[config.mk]
export PLATFORM = sky130hd
export DESIGN_NAME = hh_step_sequencer
export DESIGN_NICKNAME = d
export VERILOG_FILES = /design/src/rtl/hh_step_sequencer.sv
export SDC_FILE = /design/constraint.sdc
export NUM_CORES = 1
export LEC_CHECK = 0
export ABC_CLOCK_PERIOD_IN_PS = 3100
export BUFFER_PORTS_ARGS = -buffer_cell sky130_fd_sc_hd__buf_2
export CELL_PAD_IN_SITES_DETAIL_PLACEMENT = 0
export CELL_PAD_IN_SITES_GLOBAL_PLACEMENT = 1
export CORE_MARGIN = 5
export CORE_UTILIZATION = 40
export DETAILED_ROUTE_END_ITERATION = 8
export PLACE_DENSITY_LB_ADDON = 0.1
export SYNTH_ARGS = -nofsm -noshare
export SYNTH_HDL_FRONTEND = slang
export SYNTH_SLANG_ARGS = --single-unit
[constraint.sdc]
create_clock -name clk -period 3.1 [get_ports clk]
set_input_delay 0.31 -clock clk [delete_from_list [all_inputs] [get_ports clk]]
set_output_delay 0.31 -clock clk [all_outputs]
set_load 0.03 [all_outputs]
[src/rtl/hh_step_sequencer.sv]
// hh_step_sequencer
// Paces Hodgkin-Huxley Euler steps with a prescaler. In each step it issues the
// four gate/voltage update operations (n, m, h, V) to a shared datapath, then
// evaluates the updated membrane voltage for an upward threshold crossing,
// subject to a refractory window measured in steps.
module hh_step_sequencer #(
    parameter logic signed [7:0] V_TH    = 8'sd20,
    parameter int unsigned       REFRACT = 4
) (
    input  logic              clk,
    input  logic              rst,
    input  logic              ena,
    input  logic [7:0]        step_period,
    input  logic [7:0]        stim_in,
    output logic              mac_req,
    output logic [1:0]        mac_op,
    input  logic              mac_ack,
    input  logic signed [7:0] v_in,
    output logic [7:0]        i_ext_q,
    output logic              spike,
    output logic              step_done,
    output logic [7:0]        spike_count,
    output logic              overrun,
    input  logic              overrun_clr
);

    localparam logic [3:0] REFRACT_LD = 4'(REFRACT);

    typedef enum logic [2:0] {
        IDLE,
        OP_N,
        OP_M,
        OP_H,
        OP_V,
        CHECK
    } state_t;

    state_t             r_state;
    logic [7:0]         r_presc;
    logic               r_mac_req;
    logic [1:0]         r_mac_op;
    logic [7:0]         r_i_ext_q;
    logic               r_spike;
    logic               r_step_done;
    logic [7:0]         r_spike_count;
    logic               r_overrun;
    logic [3:0]         r_refr_cnt;
    logic signed [7:0]  r_v_prev;

    logic [7:0]         w_presc_max;
    logic               w_tick;
    logic               w_crossing;

    // A period of 0 behaves like 1, so the prescaler then ticks every enabled cycle.
    assign w_presc_max = (step_period == 8'd0) ? 8'd0 : (step_period - 8'd1);
    assign w_tick      = ena && (r_presc == w_presc_max);

    // A spike needs an upward crossing (previous step below, this step at/above)
    // and an expired refractory window.
    assign w_crossing  = (v_in >= V_TH) && (r_v_prev < V_TH) && (r_refr_cnt == 4'd0);

    // Step prescaler: counts enabled cycles, freezes while ena is low.
    always_ff @(posedge clk or posedge rst) begin
        if (rst) begin
            r_presc <= 8'd0;
        end else if (ena) begin
            if (w_tick) begin
                r_presc <= 8'd0;
            end else begin
                r_presc <= r_presc + 8'd1;
            end
        end
    end

    // Sticky overrun: a tick that arrives while a step is still busy is dropped
    // and flagged; a simultaneous clear loses to the new event.
    always_ff @(posedge clk or posedge rst) begin
        if (rst) begin
            r_overrun <= 1'b0;
        end else if (w_tick && (r_state != IDLE)) begin
            r_overrun <= 1'b1;
        end else if (overrun_clr) begin
            r_overrun <= 1'b0;
        end
    end

    // Step sequencer: latches the stimulus, walks n->m->h->V on the datapath
    // handshake, then spends one cycle deciding whether this step spiked.
    always_ff @(posedge clk or posedge rst) begin
        if (rst) begin
            r_state       <= IDLE;
            r_mac_req     <= 1'b0;
            r_mac_op      <= 2'd0;
            r_i_ext_q     <= 8'd0;
            r_spike       <= 1'b0;
            r_step_done   <= 1'b0;
            r_spike_count <= 8'd0;
            r_refr_cnt    <= 4'd0;
            r_v_prev      <= 8'sh80;
        end else begin
            r_spike     <= 1'b0;
            r_step_done <= 1'b0;
            case (r_state)
                IDLE: begin
                    if (w_tick) begin
                        r_state   <= OP_N;
                        r_i_ext_q <= stim_in;
                        r_mac_req <= 1'b1;
                        r_mac_op  <= 2'd0;
                    end
                end
                OP_N: begin
                    if (mac_ack) begin
                        r_state  <= OP_M;
                        r_mac_op <= 2'd1;
                    end
                end
                OP_M: begin
                    if (mac_ack) begin
                        r_state  <= OP_H;
                        r_mac_op <= 2'd2;
                    end
                end
                OP_H: begin
                    if (mac_ack) begin
                        r_state  <= OP_V;
                        r_mac_op <= 2'd3;
                    end
                end
                OP_V: begin
                    if (mac_ack) begin
                        r_state   <= CHECK;
                        r_mac_req <= 1'b0;
                    end
                end
                CHECK: begin
                    r_state     <= IDLE;
                    r_spike     <= w_crossing;
                    r_step_done <= 1'b1;
                    r_v_prev    <= v_in;
                    if (w_crossing) begin
                        r_spike_count <= r_spike_count + 8'd1;
                        r_refr_cnt    <= REFRACT_LD;
                    end else if (r_refr_cnt != 4'd0) begin
                        r_refr_cnt <= r_refr_cnt - 4'd1;
                    end
                end
                default: begin
                    r_state   <= IDLE;
                    r_mac_req <= 1'b0;
                end
            endcase
        end
    end

    assign mac_req     = r_mac_req;
    assign mac_op      = r_mac_op;
    assign i_ext_q     = r_i_ext_q;
    assign spike       = r_spike;
    assign step_done   = r_step_done;
    assign spike_count = r_spike_count;
    assign overrun     = r_overrun;

endmodule
==> results of run 1 <==
[critical path, cell delays in order]
cell and delay [ps]:
buf_2 130, inv_1 60, ha_1 250, nor3b_2 430, a22oi_1 160, o32a_1 320, nor4_2 450, o211ai_2 130
buf_4 220, mux2_4 310
[how the worst max path moves through the flow]
stage,startpoint,endpoint,slack [ps],depth (start not counted)
2_1_floorplan,step_period[0],i_ext_q[0],640,9
3_3_place_gp,step_period[0],i_ext_q[1],230,10
3_5_place_dp,step_period[0],i_ext_q[1],180,10
4_1_cts,step_period[0],i_ext_q[1],490,10
5_1_grt,step_period[0],i_ext_q[1],340,10
6_report,step_period[0],i_ext_q[1],500,10
[logic make-up (layout without fill, tap and decap cells)]
logic type / after synthesis / count (layout) / share of synthesized area, %
xor+xnor: 19 / 19 / 7.79
buf+inv: 19 / 70 / 3.49
simple gates: 100 / 100 / 21.9
compound gates: 37 / 37 / 11.8
flops: 43 / 43 / 46.2
fa+ha+maj: 5 / 5 / 2.69
mux: 10 / 10 / 6.12
[Yosys cell counts, types with 2 or more instances]
master / n
a211oi_1: 2
a21boi_0: 2
a21o_1: 2
a21oi_1: 4
a22oi_1: 3
and2_1: 2
and3_1: 3
buf_2: 2
clkbuf_1: 8
dfrtp_1: 42
ha_1: 5
inv_1: 7
mux2_2: 2
mux2_4: 8
nand2_1: 35
nand2b_1: 6
nand3_1: 9
nand4_1: 7
nor2_1: 15
nor2b_1: 5
nor3_1: 4
nor4b_1: 2
o21a_1: 2
o21ai_0: 10
o22ai_1: 3
o31ai_1: 2
o32a_1: 2
or3_1: 3
or4_1: 3
xnor2_1: 11
xor2_1: 7
[power groups by stage]
stage               combinational, mW  sequential, mW  clock, mW
floorplan                       0.382           0.865          0
detailed placement              0.523           0.867          0
global route                    0.588           0.887      0.475
finish                          0.513           0.857      0.432
global placement                0.514           0.866          0
CTS                             0.525           0.858      0.446
[routing by layer]
layer  wire, um  share of wire, %  vias to the layer above  track usage [%]
met2       2240                48                       22             21.9
met3        181               3.9                        5             2.85
met5          0                 0                        -                0
met4         57               1.2                        0             4.25
met1       2200                47                      838             17.8
li1           -                 -                      917                -
[registers in the layout, indices dropped and copies added (netlist names), 2 cells and up]
signal / count
i_ext_q: 8
r_presc: 8
spike_count: 8
r_v_prev: 6
r_refr_cnt: 4
r_state: 3
mac_op: 2
[cell type report]
cell class	instances	area [um^2]
Inverter	8	30.0
Fill cell	536	2810
Clock buffer	5	68.8
Multi-Input combinational cell	171	1170
Tap cell	72	90.1
Sequential cell	43	1080
Timing Repair Buffer	54	288
Clock inverter	3	43.8
[cells in the final DEF (no fill, tap or decap), types with 3 or more instances in the layout]
master / count
a21oi_1: 4
a22oi_1: 3
and3_1: 3
buf_2: 48
buf_4: 5
clkbuf_8: 5
dfrtp_1: 42
ha_1: 5
inv_1: 6
mux2_4: 8
nand2_1: 35
nand2b_1: 6
nand3_1: 9
nand4_1: 7
nor2_1: 15
nor2b_1: 5
nor3_1: 4
o21ai_0: 10
o22ai_1: 3
or3_1: 3
or4_1: 3
xnor2_1: 11
xor2_1: 7
[through the flow]
stage,cells,hold WS [ps]
after floorplan,233,393
after global routing,356,194
after CTS,356,190
after global placement,347,255
after detailed placement,347,264
final,356,201
==> flow_summary.yaml, run 1 <==
outcome:
  status: "completed"
critical_path:
  reg2reg_slack_ps: 600
  crit_type: "primary input to register"
  worstRegToRegCells: 7
  critPathMaxFanout: 11
  endpoint_kind: "register"
  reg2reg_from: "r_presc[2]"
  crit_arrival_ps: 2780
  crit_required_ps: 3280
  r2r_end: "i_ext_q[1]"
  worstSetupStartpointType: "primary input"
layout:
  layout-drive-gt1-share_pct: 27.1
  area_growth_pct: 18.9
  nNetsFinal: 317
  fin_util_pct: 49.7
  insertedDiodeCount: 0
  stdcell_area_um2: 2770
clock_tree:
  clk_path_buf_depth: 2
  cts_made_buffers: 5
  cts_tree: "done"
  hold_buffers: 1
  cts.sinks: 43
  clock_latency_ps: 290
  post_cts_buffers: 0
  root_buffer: "clkbuf_8"
  h-tree-depth: 2
  cts_resized: 0
  clkSlewWorstSetupHoldPaths_ps: 80
logic_synthesis:
  syn_area_um2: 2330
  yosysWarnings: 0
  synth-async-reset-ratio_pct: 100
  ys_ff_latch: 43
  synth_ff_type: "dfrtp_1"
  synth_cell_types: 46
  synth-edff-count: 0
  synth_top_area_share_pct: 45.1
  yosys.area.top_type: "dfrtp_1"
  synth.net_count: 267
  synthCells: 233
  yosys-top-cells-area: "dfrtp_1, nand2_1, mux2_4, xnor2_1, ha_1"
  synth_area_per_cell_um2: 10.0
  synth_seq_area_share_pct: 46.2
sta:
  setup_ws_ps: 504
  hold_violations: 0
  layout_min_cycle_time_ps: 2600
  slew_headroom_pct: 68.5
  max_freq_ghz: 0.385
  tightest_slew_ps: 466
  rsz0062_at_grt: "false"
  finalSetupViolations: 0
  report.final.slew_viol_count: 0
  skew_ps: 6.91
  period_share_pct: 83.7
  fin_tns_setup_ps: 0
hold_path:
  worstHoldStart: "overrun_clr"
  holdPathStages: 2
  min_to: "overrun"
  holdCritPathClass: "primary input to register"
grt:
  grt_max_degree: 34
  grt_pass1_vias: 1792
  grt_pass1_wl_mm: 8.11
  antenna_found_initial: 0
  grt_use_total_pct: 13.4
  grt_overflow: 0
route:
  post_drt_wl_per_cell_um: 13.1
  ant_nets: 0
  drcViolationCount: 0
  routed_via_density: 5.01
  vias: 1782
  firstDrtPassIters: 5
  drt_wl_total_mm: 4.68
  drt-initial-drc-count: 66
power:
  combinationalPowerShare_pct: 28.5
  switchingPower_mw: 0.622
  p_per_area_nw_per_um2: 651
  peakVddDrop_v: 0.000271
  p_int_mw: 1.18
  power_switching_share_pct: 34.5
  p_total_mw: 1.80
  clkPwrFrac_pct: 24.0
  pwr-share-seq_pct: 47.6
  p_leak_nw: 1.38
place:
  globalplace.congestion: 0.776
  hpwlAfterDp_mm: 3.49
  place_area_um2: 2650
  io_buffers: 48
  post-place-ws_ps: 182
floorplan:
  fp.dieH_um: 86.3
  initial_utilization_pct: 41.8
  io_pins: 51
  num_rows: 27
  die_area_um2: 7450
  core_um2: 5570
  dieWidth_um: 86.3
run:
  drv_cap: 0
No activity file was read; power rests on OpenSTA's default activity.
==> inputs of run 2 (changes only) <==
--- a/config.mk
+++ b/config.mk
@@ -5,12 +5,12 @@
 export SDC_FILE = /design/constraint.sdc
 export NUM_CORES = 1
 export LEC_CHECK = 0
-export ABC_CLOCK_PERIOD_IN_PS = 3100
+export ABC_CLOCK_PERIOD_IN_PS = 2200
 export BUFFER_PORTS_ARGS = -buffer_cell sky130_fd_sc_hd__buf_2
 export CELL_PAD_IN_SITES_DETAIL_PLACEMENT = 0
 export CELL_PAD_IN_SITES_GLOBAL_PLACEMENT = 1
 export CORE_MARGIN = 5
-export CORE_UTILIZATION = 40
+export CORE_UTILIZATION = 37
 export DETAILED_ROUTE_END_ITERATION = 8
 export PLACE_DENSITY_LB_ADDON = 0.1
 export SYNTH_ARGS = -nofsm -noshare
==> constraint.sdc (replaced) <==
create_clock -name clk -period 2.2 [get_ports clk]
set_input_delay 0.22 -clock clk [delete_from_list [all_inputs] [get_ports clk]]
set_output_delay 0.22 -clock clk [all_outputs]
set_load 0.03 [all_outputs]
==> run 2 against run 1 <==
Effect of this change: setup slack got worse by 460 ps; clock power increased by 19%; sequential power increased by 39%; global-route usage decreased by 0.53 points; wire length increased by 8.1%; core utilization decreased by 0.76 points; largest power group unchanged; flip-flop and latch count unchanged; hold slack got worse by 94 ps; power increased by 41%; critical path depth decreased by 2; critical path type unchanged.
==> flow_summary.yaml, run 2 (synthesis results as in run 1) <==
outcome:
  status: "completed"
layout:
  layout-drive-gt1-share_pct: 35.7
  layout_common_cells: "buf_2, dfrtp_1, nand2_1"
  fillCellCount: 616
  insertedDiodeCount: 0
  stdcell_area_um2: 3050
  nNetsFinal: 338
  final_common_cell: "buf_2"
  area_growth_pct: 31.0
power:
  p_int_mw: 1.62
  combinationalPowerShare_pct: 33.0
  p_total_mw: 2.55
  power_switching_share_pct: 36.4
  p_per_area_nw_per_um2: 834
  pwr-share-seq_pct: 46.8
  clkPwrFrac_pct: 20.2
  switchingPower_mw: 0.926
  p_leak_nw: 1.51
  peakVddDrop_v: 0.000438
run:
  drv_cap: 0
grt:
  grt_max_degree: 25
  grt_overflow: 0
  grt_pass1_wl_mm: 8.12
  grt_use_total_pct: 12.9
  antenna_found_initial: 0
  grt_pass1_vias: 1766
sta:
  slew_headroom_pct: 50.1
  layout_min_cycle_time_ps: 2160
  rsz0062_at_grt: "true"
  setup_ws_ps: 42.5
  fin_tns_setup_ps: 0
  skew_ps: 8.56
  finalSetupViolations: 0
  hold_violations: 0
  max_freq_ghz: 0.463
  period_share_pct: 98.1
  hold_slack_ps: 107
  report.final.slew_viol_count: 0
  tightest_slew_ps: 744
route:
  routed_via_density: 4.96
  post_drt_wl_per_cell_um: 13.2
  drcViolationCount: 0
  ant_nets: 0
  vias: 1895
  drt_wl_total_mm: 5.05
  drt-initial-drc-count: 70
  firstDrtPassIters: 4
critical_path:
  crit_arrival_ps: 2330
  critPathMaxFanout: 6
  crit_chain: "buf_2 -> or4_4 -> mux2_4 -> a21o_1 -> a221oi_4 -> o211ai_2 -> buf_12 -> mux2_4"
  crit_required_ps: 2370
  critPathMaxStageDelay_ps: 570
  slowest_stage: "or4_4"
  crit_type: "primary input to register"
  critPathMostFrequentCell: "mux2_4"
  endpoint_kind: "register"
  worstSetupStartpointType: "primary input"
place:
  place_area_um2: 2830
  hpwlAfterDp_mm: 3.67
  post-place-ws_ps: -343
  globalplace.congestion: 0.774
  io_buffers: 48
hold_path:
  holdCritPathClass: "primary input to register"
floorplan:
  io_pins: 51
  core_um2: 6240
  fp.dieH_um: 89.4
  num_rows: 29
  dieWidth_um: 89.4
  initial_utilization_pct: 37.3
  die_area_um2: 7980
clock_tree:
  cts_made_buffers: 5
  clkSlewWorstSetupHoldPaths_ps: 90
  clk_path_buf_depth: 2
  cts_tree: "done"
  clock_latency_ps: 290
  cts.sinks: 43
  h-tree-depth: 2
  root_buffer: "clkbuf_8"
## run 2: changes by cell type in the layout (fill, tap and decap cells not counted), sizes merged
cell / change
inv: +1
buf: +20
clkinvlp: +2
clkbuf: +1
clkinv: -2
bufinv: -1
## run 2: what timing repair did
| action | 4_1_cts | 5_1_grt |
|---|---|---|
| hold endpoints to repair | 19 | 0 |
| hold buffers | 1 | 0 |
| resized for setup | 4 | 13 |
| pin swaps | 2 | 7 |
| setup buffers | 0 | 4 |
| endpoints found under the setup margin | 8 | 8 |
| cloned | 0 | 1 |
## run 2: area by class of cell
type / instances / area, um^2 / area share, %
clock buffer: 5 / 68.8 / 2.25
clock inverter: 3 / 23.8 / 0.779
sequential: 43 / 1080 / 35.3
inverter: 8 / 30.0 / 0.984
multi-input combinational: 171 / 1240 / 40.6
tap: 77 / 96.3 / 3.16
timing repair buffer: 75 / 517 / 16.9
## run 2: worst max-delay path: cells and delay by family
family,cells,cell delay [ps]
compound gates,3,620
buf+inv,2,310
mux,2,620
simple gates,1,570
## run 2: final timing paths
check | startpoint | endpoint | slack [ps] | depth (start not counted)
min reg2reg | r_v_prev[7] | r_v_prev[7] | 460 | 2
max in group asynchronous | rst | r_v_prev[7] | 1120 | 4
min | overrun_clr | overrun | 110 | 2
max reg2reg | r_presc[2] | i_ext_q[6] | 80 | 8
min in group asynchronous | rst | step_done | 500 | 3
max | step_period[3] | i_ext_q[6] | 40 | 8
## run 2: stage by stage
| stage | utilization [%] | instances |
|---|---|---|
| finish | 48.9 | 382 |
| global route | 48.9 | 382 |
| CTS | 47.4 | 377 |
| detailed placement | 45.3 | 368 |
| global placement | 45.3 | 368 |
| floorplan | - | 233 |
## run 2: power groups by stage
stage          registers (mW)  logic (mW)  clock network [mW]
5_1_grt                  1.23       0.941               0.575
2_1_floorplan            1.22       0.543                   0
6_report                 1.19       0.840               0.515
3_5_place_dp             1.20       0.807                   0
3_3_place_gp             1.20       0.801                   0
4_1_cts                  1.19       0.819               0.540
## run 2: per-layer routing
| metal | part of all wire, % | vias up | track usage [%] |
|---|---|---|---|
| met5 | 0 | - | 0 |
| met4 | 0.71 | 0 | 2.44 |
| met3 | 3.8 | 5 | 3.13 |
| met2 | 48 | 24 | 20.8 |
| met1 | 48 | 906 | 17.6 |
| li1 | - | 960 | - |
